[src/rtl/apb_req_arbiter_if.sv]
// Requester, response and bridge command bundle for apb_req_arbiter.
// slave = arbiter side, master = requester/bridge side.
interface apb_req_arbiter_if #(
  parameter int unsigned AW = 9,
  parameter int unsigned DW = 8
);
  logic          req0_valid;
  logic          req0_ready;
  logic          req0_write;
  logic [AW-1:0] req0_addr;
  logic [DW-1:0] req0_wdata;
  logic          req1_valid;
  logic          req1_ready;
  logic          req1_write;
  logic [AW-1:0] req1_addr;
  logic [DW-1:0] req1_wdata;

  logic          rsp0_valid;
  logic [DW-1:0] rsp0_rdata;
  logic          rsp0_err;
  logic          rsp1_valid;
  logic [DW-1:0] rsp1_rdata;
  logic          rsp1_err;

  logic          transfer;
  logic          read_write;
  logic [AW-1:0] apb_write_paddr;
  logic [AW-1:0] apb_read_paddr;
  logic [DW-1:0] apb_write_data;
  logic [DW-1:0] apb_read_data_out;
  logic          xfer_done;

  modport slave (
    input  req0_valid, req0_write, req0_addr, req0_wdata,
    input  req1_valid, req1_write, req1_addr, req1_wdata,
    output req0_ready, req1_ready,
    output rsp0_valid, rsp0_rdata, rsp0_err,
    output rsp1_valid, rsp1_rdata, rsp1_err,
    output transfer, read_write, apb_write_paddr, apb_read_paddr, apb_write_data,
    input  apb_read_data_out, xfer_done
  );

  modport master (
    output req0_valid, req0_write, req0_addr, req0_wdata,
    output req1_valid, req1_write, req1_addr, req1_wdata,
    input  req0_ready, req1_ready,
    input  rsp0_valid, rsp0_rdata, rsp0_err,
    input  rsp1_valid, rsp1_rdata, rsp1_err,
    input  transfer, read_write, apb_write_paddr, apb_read_paddr, apb_write_data,
    output apb_read_data_out, xfer_done
  );
endinterface

[src/rtl/apb_req_arbiter.sv]
// Two-requester round-robin arbiter/sequencer in front of the APB master bridge.
// Optional watchdog enabled by defining APB_ARB_TIMEOUT_EN.
module apb_req_arbiter #(
  parameter int unsigned AW             = 9,
  parameter int unsigned DW             = 8,
  parameter int unsigned TIMEOUT_CYCLES = 16
) (
  input  logic             pclk,
  input  logic             presetn,
  apb_req_arbiter_if.slave bus
);

  if (TIMEOUT_CYCLES < 2 || TIMEOUT_CYCLES > 255) begin : g_bad_timeout
    $error("apb_req_arbiter: TIMEOUT_CYCLES must be in 2..255");
  end

  typedef enum logic [1:0] {IDLE, XFER, RESP} state_e;

  typedef struct packed {
    logic          write;
    logic [AW-1:0] addr;
    logic [DW-1:0] wdata;
  } cmd_t;

  state_e state_q, state_n;
  logic   last_grant_q;
  logic   gnt_idx_q;
  logic   cmd_write_q;
  logic   gnt0_c, gnt1_c;
  logic   accept_c;
  logic   sel_c;
  logic   timeout_c;
  logic   exit_xfer_c;
  cmd_t   sel_cmd_c;

  // Round-robin: on a tie the requester not granted last wins.
  always_comb begin
    gnt0_c = 1'b0;
    gnt1_c = 1'b0;
    if (bus.req0_valid && bus.req1_valid) begin
      gnt0_c = last_grant_q;
      gnt1_c = !last_grant_q;
    end else begin
      gnt0_c = bus.req0_valid;
      gnt1_c = bus.req1_valid;
    end
  end

  assign bus.req0_ready = (state_q == IDLE) && gnt0_c;
  assign bus.req1_ready = (state_q == IDLE) && gnt1_c;
  assign accept_c       = bus.req0_ready || bus.req1_ready;
  assign sel_c          = bus.req1_ready;

  always_comb begin
    sel_cmd_c = '0;
    if (sel_c) sel_cmd_c = '{write: bus.req1_write, addr: bus.req1_addr, wdata: bus.req1_wdata};
    else       sel_cmd_c = '{write: bus.req0_write, addr: bus.req0_addr, wdata: bus.req0_wdata};
  end

`ifdef APB_ARB_TIMEOUT_EN
  logic [7:0] wd_cnt_q;

  // Watchdog: counts XFER cycles without completion; xfer_done wins a same-cycle race.
  always_ff @(posedge pclk or negedge presetn) begin
    if (!presetn)                                  wd_cnt_q <= 8'd0;
    else if (accept_c)                             wd_cnt_q <= 8'd0;
    else if (state_q == XFER && !bus.xfer_done)    wd_cnt_q <= wd_cnt_q + 8'd1;
  end

  assign timeout_c = (state_q == XFER) && !bus.xfer_done &&
                     (wd_cnt_q == 8'(TIMEOUT_CYCLES - 1));
`else
  assign timeout_c = 1'b0;
`endif

  assign exit_xfer_c = (state_q == XFER) && (state_n == RESP);

  always_ff @(posedge pclk or negedge presetn) begin
    if (!presetn) state_q <= IDLE;
    else          state_q <= state_n;
  end

  always_comb begin
    state_n = state_q;
    case (state_q)
      IDLE:    if (accept_c) state_n = XFER;
      XFER:    if (bus.xfer_done || timeout_c) state_n = RESP;
      RESP:    state_n = IDLE;
      default: state_n = IDLE;
    endcase
  end

  // Registered command to the bridge and responses to the requesters.
  always_ff @(posedge pclk or negedge presetn) begin
    if (!presetn) begin
      last_grant_q        <= 1'b1;
      gnt_idx_q           <= 1'b0;
      cmd_write_q         <= 1'b0;
      bus.transfer        <= 1'b0;
      bus.read_write      <= 1'b0;
      bus.apb_write_paddr <= '0;
      bus.apb_read_paddr  <= '0;
      bus.apb_write_data  <= '0;
      bus.rsp0_valid      <= 1'b0;
      bus.rsp0_rdata      <= '0;
      bus.rsp0_err        <= 1'b0;
      bus.rsp1_valid      <= 1'b0;
      bus.rsp1_rdata      <= '0;
      bus.rsp1_err        <= 1'b0;
    end else begin
      bus.rsp0_valid <= 1'b0;
      bus.rsp1_valid <= 1'b0;
      if (accept_c) begin
        last_grant_q        <= sel_c;
        gnt_idx_q           <= sel_c;
        cmd_write_q         <= sel_cmd_c.write;
        bus.transfer        <= 1'b1;
        bus.read_write      <= sel_cmd_c.write;
        bus.apb_write_paddr <= sel_cmd_c.write ? sel_cmd_c.addr  : '0;
        bus.apb_read_paddr  <= sel_cmd_c.write ? '0 : sel_cmd_c.addr;
        bus.apb_write_data  <= sel_cmd_c.write ? sel_cmd_c.wdata : '0;
      end
      if (exit_xfer_c) begin
        bus.transfer        <= 1'b0;
        bus.read_write      <= 1'b0;
        bus.apb_write_paddr <= '0;
        bus.apb_read_paddr  <= '0;
        bus.apb_write_data  <= '0;
        if (gnt_idx_q) begin
          bus.rsp1_valid <= 1'b1;
          bus.rsp1_rdata <= (cmd_write_q || timeout_c) ? '0 : bus.apb_read_data_out;
          bus.rsp1_err   <= timeout_c;
        end else begin
          bus.rsp0_valid <= 1'b1;
          bus.rsp0_rdata <= (cmd_write_q || timeout_c) ? '0 : bus.apb_read_data_out;
          bus.rsp0_err   <= timeout_c;
        end
      end
    end
  end

endmodule
[src/flat_wrapper.sv]
// flat-port wrapper written by rule: the top's interface ports become plain ports
module apb_req_arbiter_flat 
#(
  parameter int unsigned AW             = 9,
  parameter int unsigned DW             = 8,
  parameter int unsigned TIMEOUT_CYCLES = 16
)
  (pclk, presetn, bus_req0_valid, bus_req0_write, bus_req0_addr, bus_req0_wdata, bus_req1_valid, bus_req1_write, bus_req1_addr, bus_req1_wdata, bus_req0_ready, bus_req1_ready, bus_rsp0_valid, bus_rsp0_rdata, bus_rsp0_err, bus_rsp1_valid, bus_rsp1_rdata, bus_rsp1_err, bus_transfer, bus_read_write, bus_apb_write_paddr, bus_apb_read_paddr, bus_apb_write_data, bus_apb_read_data_out, bus_xfer_done);
  apb_req_arbiter_if #(.AW(AW), .DW(DW)) bus_i ();
  input  logic pclk;
  input  logic presetn;
  input wire logic [$bits(bus_i.req0_valid)-1:0] bus_req0_valid;
  input wire logic [$bits(bus_i.req0_write)-1:0] bus_req0_write;
  input wire logic [$bits(bus_i.req0_addr)-1:0] bus_req0_addr;
  input wire logic [$bits(bus_i.req0_wdata)-1:0] bus_req0_wdata;
  input wire logic [$bits(bus_i.req1_valid)-1:0] bus_req1_valid;
  input wire logic [$bits(bus_i.req1_write)-1:0] bus_req1_write;
  input wire logic [$bits(bus_i.req1_addr)-1:0] bus_req1_addr;
  input wire logic [$bits(bus_i.req1_wdata)-1:0] bus_req1_wdata;
  output wire logic [$bits(bus_i.req0_ready)-1:0] bus_req0_ready;
  output wire logic [$bits(bus_i.req1_ready)-1:0] bus_req1_ready;
  output wire logic [$bits(bus_i.rsp0_valid)-1:0] bus_rsp0_valid;
  output wire logic [$bits(bus_i.rsp0_rdata)-1:0] bus_rsp0_rdata;
  output wire logic [$bits(bus_i.rsp0_err)-1:0] bus_rsp0_err;
  output wire logic [$bits(bus_i.rsp1_valid)-1:0] bus_rsp1_valid;
  output wire logic [$bits(bus_i.rsp1_rdata)-1:0] bus_rsp1_rdata;
  output wire logic [$bits(bus_i.rsp1_err)-1:0] bus_rsp1_err;
  output wire logic [$bits(bus_i.transfer)-1:0] bus_transfer;
  output wire logic [$bits(bus_i.read_write)-1:0] bus_read_write;
  output wire logic [$bits(bus_i.apb_write_paddr)-1:0] bus_apb_write_paddr;
  output wire logic [$bits(bus_i.apb_read_paddr)-1:0] bus_apb_read_paddr;
  output wire logic [$bits(bus_i.apb_write_data)-1:0] bus_apb_write_data;
  input wire logic [$bits(bus_i.apb_read_data_out)-1:0] bus_apb_read_data_out;
  input wire logic [$bits(bus_i.xfer_done)-1:0] bus_xfer_done;
  assign bus_i.req0_valid = bus_req0_valid;
  assign bus_i.req0_write = bus_req0_write;
  assign bus_i.req0_addr = bus_req0_addr;
  assign bus_i.req0_wdata = bus_req0_wdata;
  assign bus_i.req1_valid = bus_req1_valid;
  assign bus_i.req1_write = bus_req1_write;
  assign bus_i.req1_addr = bus_req1_addr;
  assign bus_i.req1_wdata = bus_req1_wdata;
  assign bus_req0_ready = bus_i.req0_ready;
  assign bus_req1_ready = bus_i.req1_ready;
  assign bus_rsp0_valid = bus_i.rsp0_valid;
  assign bus_rsp0_rdata = bus_i.rsp0_rdata;
  assign bus_rsp0_err = bus_i.rsp0_err;
  assign bus_rsp1_valid = bus_i.rsp1_valid;
  assign bus_rsp1_rdata = bus_i.rsp1_rdata;
  assign bus_rsp1_err = bus_i.rsp1_err;
  assign bus_transfer = bus_i.transfer;
  assign bus_read_write = bus_i.read_write;
  assign bus_apb_write_paddr = bus_i.apb_write_paddr;
  assign bus_apb_read_paddr = bus_i.apb_read_paddr;
  assign bus_apb_write_data = bus_i.apb_write_data;
  assign bus_i.apb_read_data_out = bus_apb_read_data_out;
  assign bus_i.xfer_done = bus_xfer_done;
  apb_req_arbiter #(.AW(AW), .DW(DW), .TIMEOUT_CYCLES(TIMEOUT_CYCLES)) u_core (.pclk(pclk), .presetn(presetn), .bus(bus_i));
endmodule
[config.mk]
export PLATFORM = sky130hd
export DESIGN_NAME = apb_req_arbiter_flat
export DESIGN_NICKNAME = d
export VERILOG_FILES = /design/src/rtl/apb_req_arbiter_if.sv /design/src/rtl/apb_req_arbiter.sv /design/src/flat_wrapper.sv
export SDC_FILE = /design/constraint.sdc
export NUM_CORES = 1
export LEC_CHECK = 0
export BUFFER_PORTS_ARGS = -buffer_cell sky130_fd_sc_hd__buf_2
export CAP_MARGIN = 10
export CORE_MARGIN = 3
export CORE_UTILIZATION = 53
export DETAILED_ROUTE_END_ITERATION = 7
export GPL_ROUTABILITY_DRIVEN = 0
export HOLD_SLACK_MARGIN = 0.08
export PLACE_DENSITY = 0.81
export SYNTH_ARGS = -nofsm -noshare
export SYNTH_HDL_FRONTEND = slang
export SYNTH_SLANG_ARGS = --single-unit
[constraint.sdc]
create_clock -name pclk -period 4.8 [get_ports pclk]
set_input_delay 0.96 -clock pclk [delete_from_list [all_inputs] [get_ports pclk]]
set_output_delay 0.96 -clock pclk [all_outputs]
set_load 0.005 [all_outputs]
==> results.yml, run 1 <==
run_status:
  outcome: "complete, no violations"
synth:
  synth-seq-cells: 51
  synth_top_family_by_area: "simple AND/OR/NAND/NOR gates"
  synth_cell_types: 33
  synthArstFlopShare_pct: 100
  synth_common_cells: "dfrtp_1, nand2_1, inv_1"
  synthTopCellsByArea: "dfrtp_1, o221ai_1, nand4_1, nand2_1, or4_1"
  synth_area_um2: 2650
  synth_edf_count: 0
  yosys_warnings: 0
  syn_avg_cell_area_um2: 9.27
  synth_compound_area_share_pct: 14.4
  synth-xor-area-share_pct: 0
  synth_largest_area_cell: "dfrtp_1"
  syn_inst: 286
  yosysSeqAreaShare_pct: 48.2
  synth.most_common_cell: "dfrtp_1"
  yosys.area.top_type_share_pct: 47.2
  synth_simple_gate_area_share_pct: 26.7
  synth_fa_ha_area_share_pct: 0
  synth.mux.area_fraction_pct: 0.378
  synthFlopType: "dfrtp_1"
layout:
  seqCellArea_um2: 1280
  num-fill-cells: 410
  diodes: 0
  final_core_util_pct: 67.4
  fin_cells: 433
  area.growth.synth_to_final_pct: 21.8
  multi_input_area_um2: 1110
  layout-drive-gt1-share_pct: 31.4
  nets: 414
pwr:
  total_leakage_power_nw: 1.57
  peakVddDrop_mv: 0.303
  p_per_area_nw_per_um2: 534
routing:
  drt-vias-per-instance: 5.70
  first_iter_violations: 286
  vias: 2466
  first_pass_iters: 4
  wl_per_cell_um: 16.1
  ant_nets: 0
  drt_wl_total_um: 6960
  route.detailed.drc: 0
grt:
  grtUsageTotal_pct: 23.9
  grt_max_degree: 52
  grt_pass1_wl_um: 11600
  antenna_found_initial: 0
  grt_overflow: 0
  grt_pass1_vias: 2383
sta:
  fin_skew_ps: 8.74
  rsz0062_at_grt: "no"
  report.final.slew_viol_count: 0
  worstMarginPinSlew_ps: 1080
  fin_crit_sh_pct: 58.8
  slew_headroom_pct: 27.8
  hold-worst-slack_ps: 482
  fin_setup_tns_ps: 0
  setup_violations: 0
  period_minus_slack_ps: 2820
  hold_violations: 0
  max_freq_mhz: 354
floorplan:
  ios: 99
  dieArea_um2: 5880
  num_rows: 25
  initial_utilization_pct: 55.4
  chipWidth_um: 76.7
  core_area_um2: 4790
  dieHeight_um: 76.7
flow_run:
  max_cap_viol_count: 0
critical_path:
  crit_required_ps: 3840
  cp.arrival_ps: 1860
  critPathMaxFanout: 19
  critPathKind: "primary input to primary output"
  endpoint_kind: "primary output"
  reg2reg_depth: 4
  worstSetupStartpointType: "primary input"
clocking:
  postCtsSetupBuffers: 0
  clock-sinks: 51
  cts_tree: "built"
  cts_max_level: 2
  clk-insertion-delay-late_ps: 310
  cts_buffer_depth: 2
  clk_pin_slew_ps: 100
  cts-root-buf: "clkbuf_8"
  cts_buffers: 5
  cts_resized: 0
  ctsHoldBuffers: 0
placed_design:
  hpwl_um: 4640
  portBuffers: 96
  dp.cells: 424
worst_hold_path:
  hold_depth: 2
  min_path_type: "register to register"
==> worst max-delay path, cell delays in order <==
cell	delay (ps)
buf_2	220
a21bo_2	380
nor2_2	160
buf_2	130
==> final timing paths <==
check / start / to / slack [ps]
setup / recovery: bus_req1_valid / bus_req1_ready / 1980
hold / removal: u_core.bus.rsp0_rdata[0]$_DFFE_PN0P_ / u_core.bus.rsp0_rdata[0]$_DFFE_PN0P_ / 480
setup reg to reg: u_core.state_q[0]$_DFF_PN0_ / u_core.bus.apb_write_data[3]$_DFFE_PN0P_ / 2820
hold reg to reg: u_core.bus.rsp0_rdata[0]$_DFFE_PN0P_ / u_core.bus.rsp0_rdata[0]$_DFFE_PN0P_ / 480
max in group asynchronous: presetn / u_core.last_grant_q$_DFFE_PN1P_ / 3750
min in group asynchronous: presetn / u_core.bus.apb_write_paddr[3]$_DFFE_PN0P_ / 510
==> routing by layer <==
layer	vias up	GRT usage, %	routed length, µm
li1	1181	-	-
met1	1170	33.1	3030
met2	106	37.9	3350
met3	9	4.69	485
met4	0	7.79	94
met5	-	0	0
==> where the power goes <==
group	switching, mW	total, mW	internal, mW
clock network	0.154	0.313	0.158
registers	0.110	0.717	0.606
logic	0.399	0.695	0.295
total	0.664	1.72	1.06
==> layout by cell type (no fill, tap or decap), types with 2 or more instances in the layout <==
cell	Yosys	layout
o221ai_1	26	26
inv_1	31	31
nand4_1	26	26
buf_4	4	3
nand4b_1	10	10
nor2_2	0	2
nand2_1	37	37
nor2b_1	10	10
a21o_1	2	2
buf_2	7	96
or4_1	17	17
conb_1	1	2
clkbuf_8	0	5
o21ai_0	18	18
dfrtp_1	50	50
nor2_1	4	2
a21oi_1	2	2
nand2b_1	9	9
==> kinds of logic after synthesis <==
group | count (synthesis)
other cells | 1
flops | 51
simple gates | 120
mux | 1
compound gates | 53
buf+inv | 60
==> metrics by stage <==
stage | instance area, µm² | total power [mW] | setup WS (ps)
2_1_floorplan | 2650 | 1.15 | 2340
3_3_place_gp | 3090 | 1.39 | 2060
3_5_place_dp | 3090 | 1.42 | 2000
4_1_cts | 3210 | 1.73 | 2000
5_1_grt | 3230 | 1.85 | 1930
6_report | 3230 | 1.72 | 1980
==> flip-flops by register name, indices dropped and copies added (netlist names) <==
signal / cells
u_core.bus.rsp1_rdata: 8
u_core.bus.rsp0_rdata: 8
u_core.bus.apb_read_paddr: 9
u_core.bus.transfer: 1
u_core.state_q: 2
u_core.bus.rsp0_valid: 1
u_core.bus.apb_write_data: 8
u_core.bus.read_write: 1
u_core.bus.rsp1_valid: 1
u_core.gnt_idx_q: 1
u_core.bus.apb_write_paddr: 9
u_core.last_grant_q: 1
u_core.cmd_write_q: 1
==> cell type report <==
type,instances,area share (%)
inverter,31,3.61
tap,67,2.60
clock buffer,5,2.13
sequential,51,39.6
multi-input combinational,176,34.4
timing repair buffer,100,16.2
clock inverter,3,1.47
Note: power is estimated with default switching activity, not from simulation.
==> inputs of run 2 (changes only) <==
--- a/config.mk
+++ b/config.mk
@@ -5,14 +5,15 @@
 export SDC_FILE = /design/constraint.sdc
 export NUM_CORES = 1
 export LEC_CHECK = 0
+export ABC_AREA = 1
 export BUFFER_PORTS_ARGS = -buffer_cell sky130_fd_sc_hd__buf_2
 export CAP_MARGIN = 10
 export CORE_MARGIN = 3
-export CORE_UTILIZATION = 53
+export CORE_UTILIZATION = 44
 export DETAILED_ROUTE_END_ITERATION = 7
 export GPL_ROUTABILITY_DRIVEN = 0
 export HOLD_SLACK_MARGIN = 0.08
-export PLACE_DENSITY = 0.81
+export PLACE_DENSITY = 0.72
 export SYNTH_ARGS = -nofsm -noshare
 export SYNTH_HDL_FRONTEND = slang
 export SYNTH_SLANG_ARGS = --single-unit
==> constraint.sdc (replaced) <==
create_clock -name pclk -period 2.4 [get_ports pclk]
set_input_delay 0.48 -clock pclk [delete_from_list [all_inputs] [get_ports pclk]]
set_output_delay 0.48 -clock pclk [all_outputs]
set_load 0.005 [all_outputs]
==> run 2 against run 1 <==
Against the previous run:
- core utilization down 10 points
- combinational power up 120%
- synthesized cell count up 12%
- final area down 1.0%
- clock skew down 1.3 ps
- global-route usage down 4.2 points
- die area up 15%
- sequential share of layout area up 0.40 points
- critical endpoint is now bus_req0_ready
==> results.yml, run 2 <==
floorplan:
  num_rows: 27
  core_area_um2: 5570
  initial_utilization_pct: 45.9
  ios: 99
  chipWidth_um: 82.3
  dieArea_um2: 6770
  dieHeight_um: 82.3
critical_path:
  r2r_setup_slack_ps: 740
  cp.arrival_ps: 1510
  crit_slowest_cell: "dfrtp_1"
  endpoint_kind: "primary output"
  critPathTopFamily: "flip-flops"
  path_depth: 5
  slowest_delay_ps: 430
  critPathMaxFanout: 15
  crit_buf_inv: 2
  critPathKind: "register to primary output"
  r2r_end: "u_core.bus.apb_write_paddr[8]$_DFFE_PN0P_"
  crit_required_ps: 1920
  worstPathCellList: "nor2_4, buf_4, nand2_1, a21oi_1, buf_2"
  timing.rr.start: "u_core.state_q[0]$_DFF_PN0_"
  reg2reg_depth: 6
  worstSetupStartpointType: "register"
clocking:
  clk-insertion-delay-late_ps: 310
  cts_max_level: 2
  cts_buffers: 5
  cts_tree: "built"
  cts-root-buf: "clkbuf_8"
  ctsHoldBuffers: 0
  cts_resized: 0
  clk_pin_slew_ps: 100
  clock-sinks: 51
  postCtsSetupBuffers: 0
  cts_buffer_depth: 2
sta:
  hold_violations: 0
  slew_headroom_pct: 62.1
  report.final.slew_viol_count: 0
  period_minus_slack_ps: 1990
  fin_skew_ps: 7.40
  fin_setup_tns_ps: 0
  max_freq_mhz: 504
  setup_violations: 0
  rsz0062_at_grt: "no"
  worstMarginPinSlew_ps: 568
  fin_crit_sh_pct: 82.7
routing:
  vias: 2318
  wl_met2_um: 2850
  first_pass_iters: 4
  first_iter_violations: 136
  wl_met1_um: 2900
  dr_wl_met3_um: 502
  route.detailed.drc: 0
  dr.max_layer_used: "met4"
  ant_nets: 0
  drt-vias-per-instance: 4.77
  drt_wl_total_um: 6330
  wl_per_cell_um: 13.0
layout:
  mostFrequentLayoutCell: "nand2_1"
  layout-drive-gt1-share_pct: 31.9
  reg_top3: "u_core.bus.apb_read_paddr x9, u_core.bus.apb_write_paddr x9"
  diodes: 0
  layout_common_cells: "nand2_1, buf_2, dfrtp_1, inv_1, nor2_1"
  area.growth.synth_to_final_pct: 24.8
  final_area_um2: 3190
  nets: 462
placed_design:
  postPlaceCellArea_um2: 3060
  portBuffers: 96
  hpwl_um: 4590
synth:
  synthArstFlopShare_pct: 100
  synthFlopType: "dfrtp_1"
  yosysSeqAreaShare_pct: 49.9
  synth_edf_count: 0
  syn_avg_cell_area_um2: 7.97
  synth_common_cells: "nand2_1, dfrtp_1, inv_1"
  syn_inst: 321
  yosys.area.top_type_share_pct: 48.9
  synth_cell_types: 27
  synth_area_um2: 2560
  synth.most_common_cell: "nand2_1"
  synth-seq-cells: 51
  yosys_warnings: 0
  synthTopCellsByArea: "dfrtp_1, nand2_1, inv_1, nand4_1, nor2_1"
  synth_largest_area_cell: "dfrtp_1"
flow_run:
  max_cap_viol_count: 0
pwr:
  p_per_area_nw_per_um2: 1180
  total_leakage_power_nw: 1.95
  peakVddDrop_mv: 0.462
grt:
  grtUsageTotal_pct: 19.8
  grt_pass1_wl_um: 10200
  grt_pass1_vias: 2226
  grt_max_degree: 29
  grt_overflow: 0
  antenna_found_initial: 0
worst_hold_path:
  min_path_type: "primary input to asynchronous set/reset pin"
run_status:
  outcome: "complete, no violations"
run 2: changes by cell type after synthesis, moves of 10 or more:
cell,change
nand4b_1,-10
or4_1,-17
nor2_1,+22
nand4_1,-10
nor2b_1,-10
o221ai_1,-26
nand2_1,+81
clkbuf_1,-12
run 2: area by class of cell:
type	instances	area (µm²)
clock inverter	3	67.6
tap	72	90.1
clock buffer	5	68.8
inverter	42	158
multi-input combinational	212	1010
timing repair buffer	101	518
fill	535	2380
sequential	51	1280
run 2: through the flow:
step | hold slack, ps | util [%] | setup WS (ps) | power (mW) | cells
after floorplan | 184 | - | 883 | 2.48 | 322
after global placement | 459 | 54.9 | 499 | 3.04 | 478
after detailed placement | 454 | 54.9 | 454 | 3.08 | 478
after CTS | 171 | 57.3 | 414 | 3.80 | 486
after global routing | 182 | 57.3 | 311 | 4.11 | 486
final | 153 | 57.3 | 414 | 3.76 | 486
run 2: worst max path at each step:
stage	start	to	slack, ps
after global placement	bus_req1_valid	u_core.bus.apb_read_paddr[1]$_DFFE_PN0P_	500
after detailed placement	bus_req1_valid	u_core.bus.apb_read_paddr[8]$_DFFE_PN0P_	450
after global routing	u_core.state_q[0]$_DFF_PN0_	bus_req0_ready	310
after floorplan	u_core.state_q[0]$_DFF_PN0_	bus_req0_ready	880
after CTS	u_core.state_q[0]$_DFF_PN0_	bus_req0_ready	410
final	u_core.state_q[0]$_DFF_PN0_	bus_req0_ready	410
run 2: per-layer routing:
layer	vias up	global-route usage, %
met5	-	0
met4	0	5.48
met3	7	4.77
met2	89	31.3
met1	1056	26.9
li1	1166	-
run 2: cells by family (layout without fill, tap and decap cells):
| group | Yosys count | after routing | share of synthesized area (%) |
|---|---|---|---|
| AOI/OAI and AO/OA | 30 | 30 | 8.06 |
| buffers and inverters | 59 | 151 | 10.6 |
| DFF | 51 | 51 | 49.9 |
| other | 1 | 2 | 0.146 |
| and+or+nand+nor | 180 | 180 | 31.3 |
run 2: report_power, final:
group          switching [mW]  internal (mW)  total (mW)
sequential              0.242           1.25        1.49
combinational           0.942          0.617        1.56
clock                   0.296          0.416       0.711
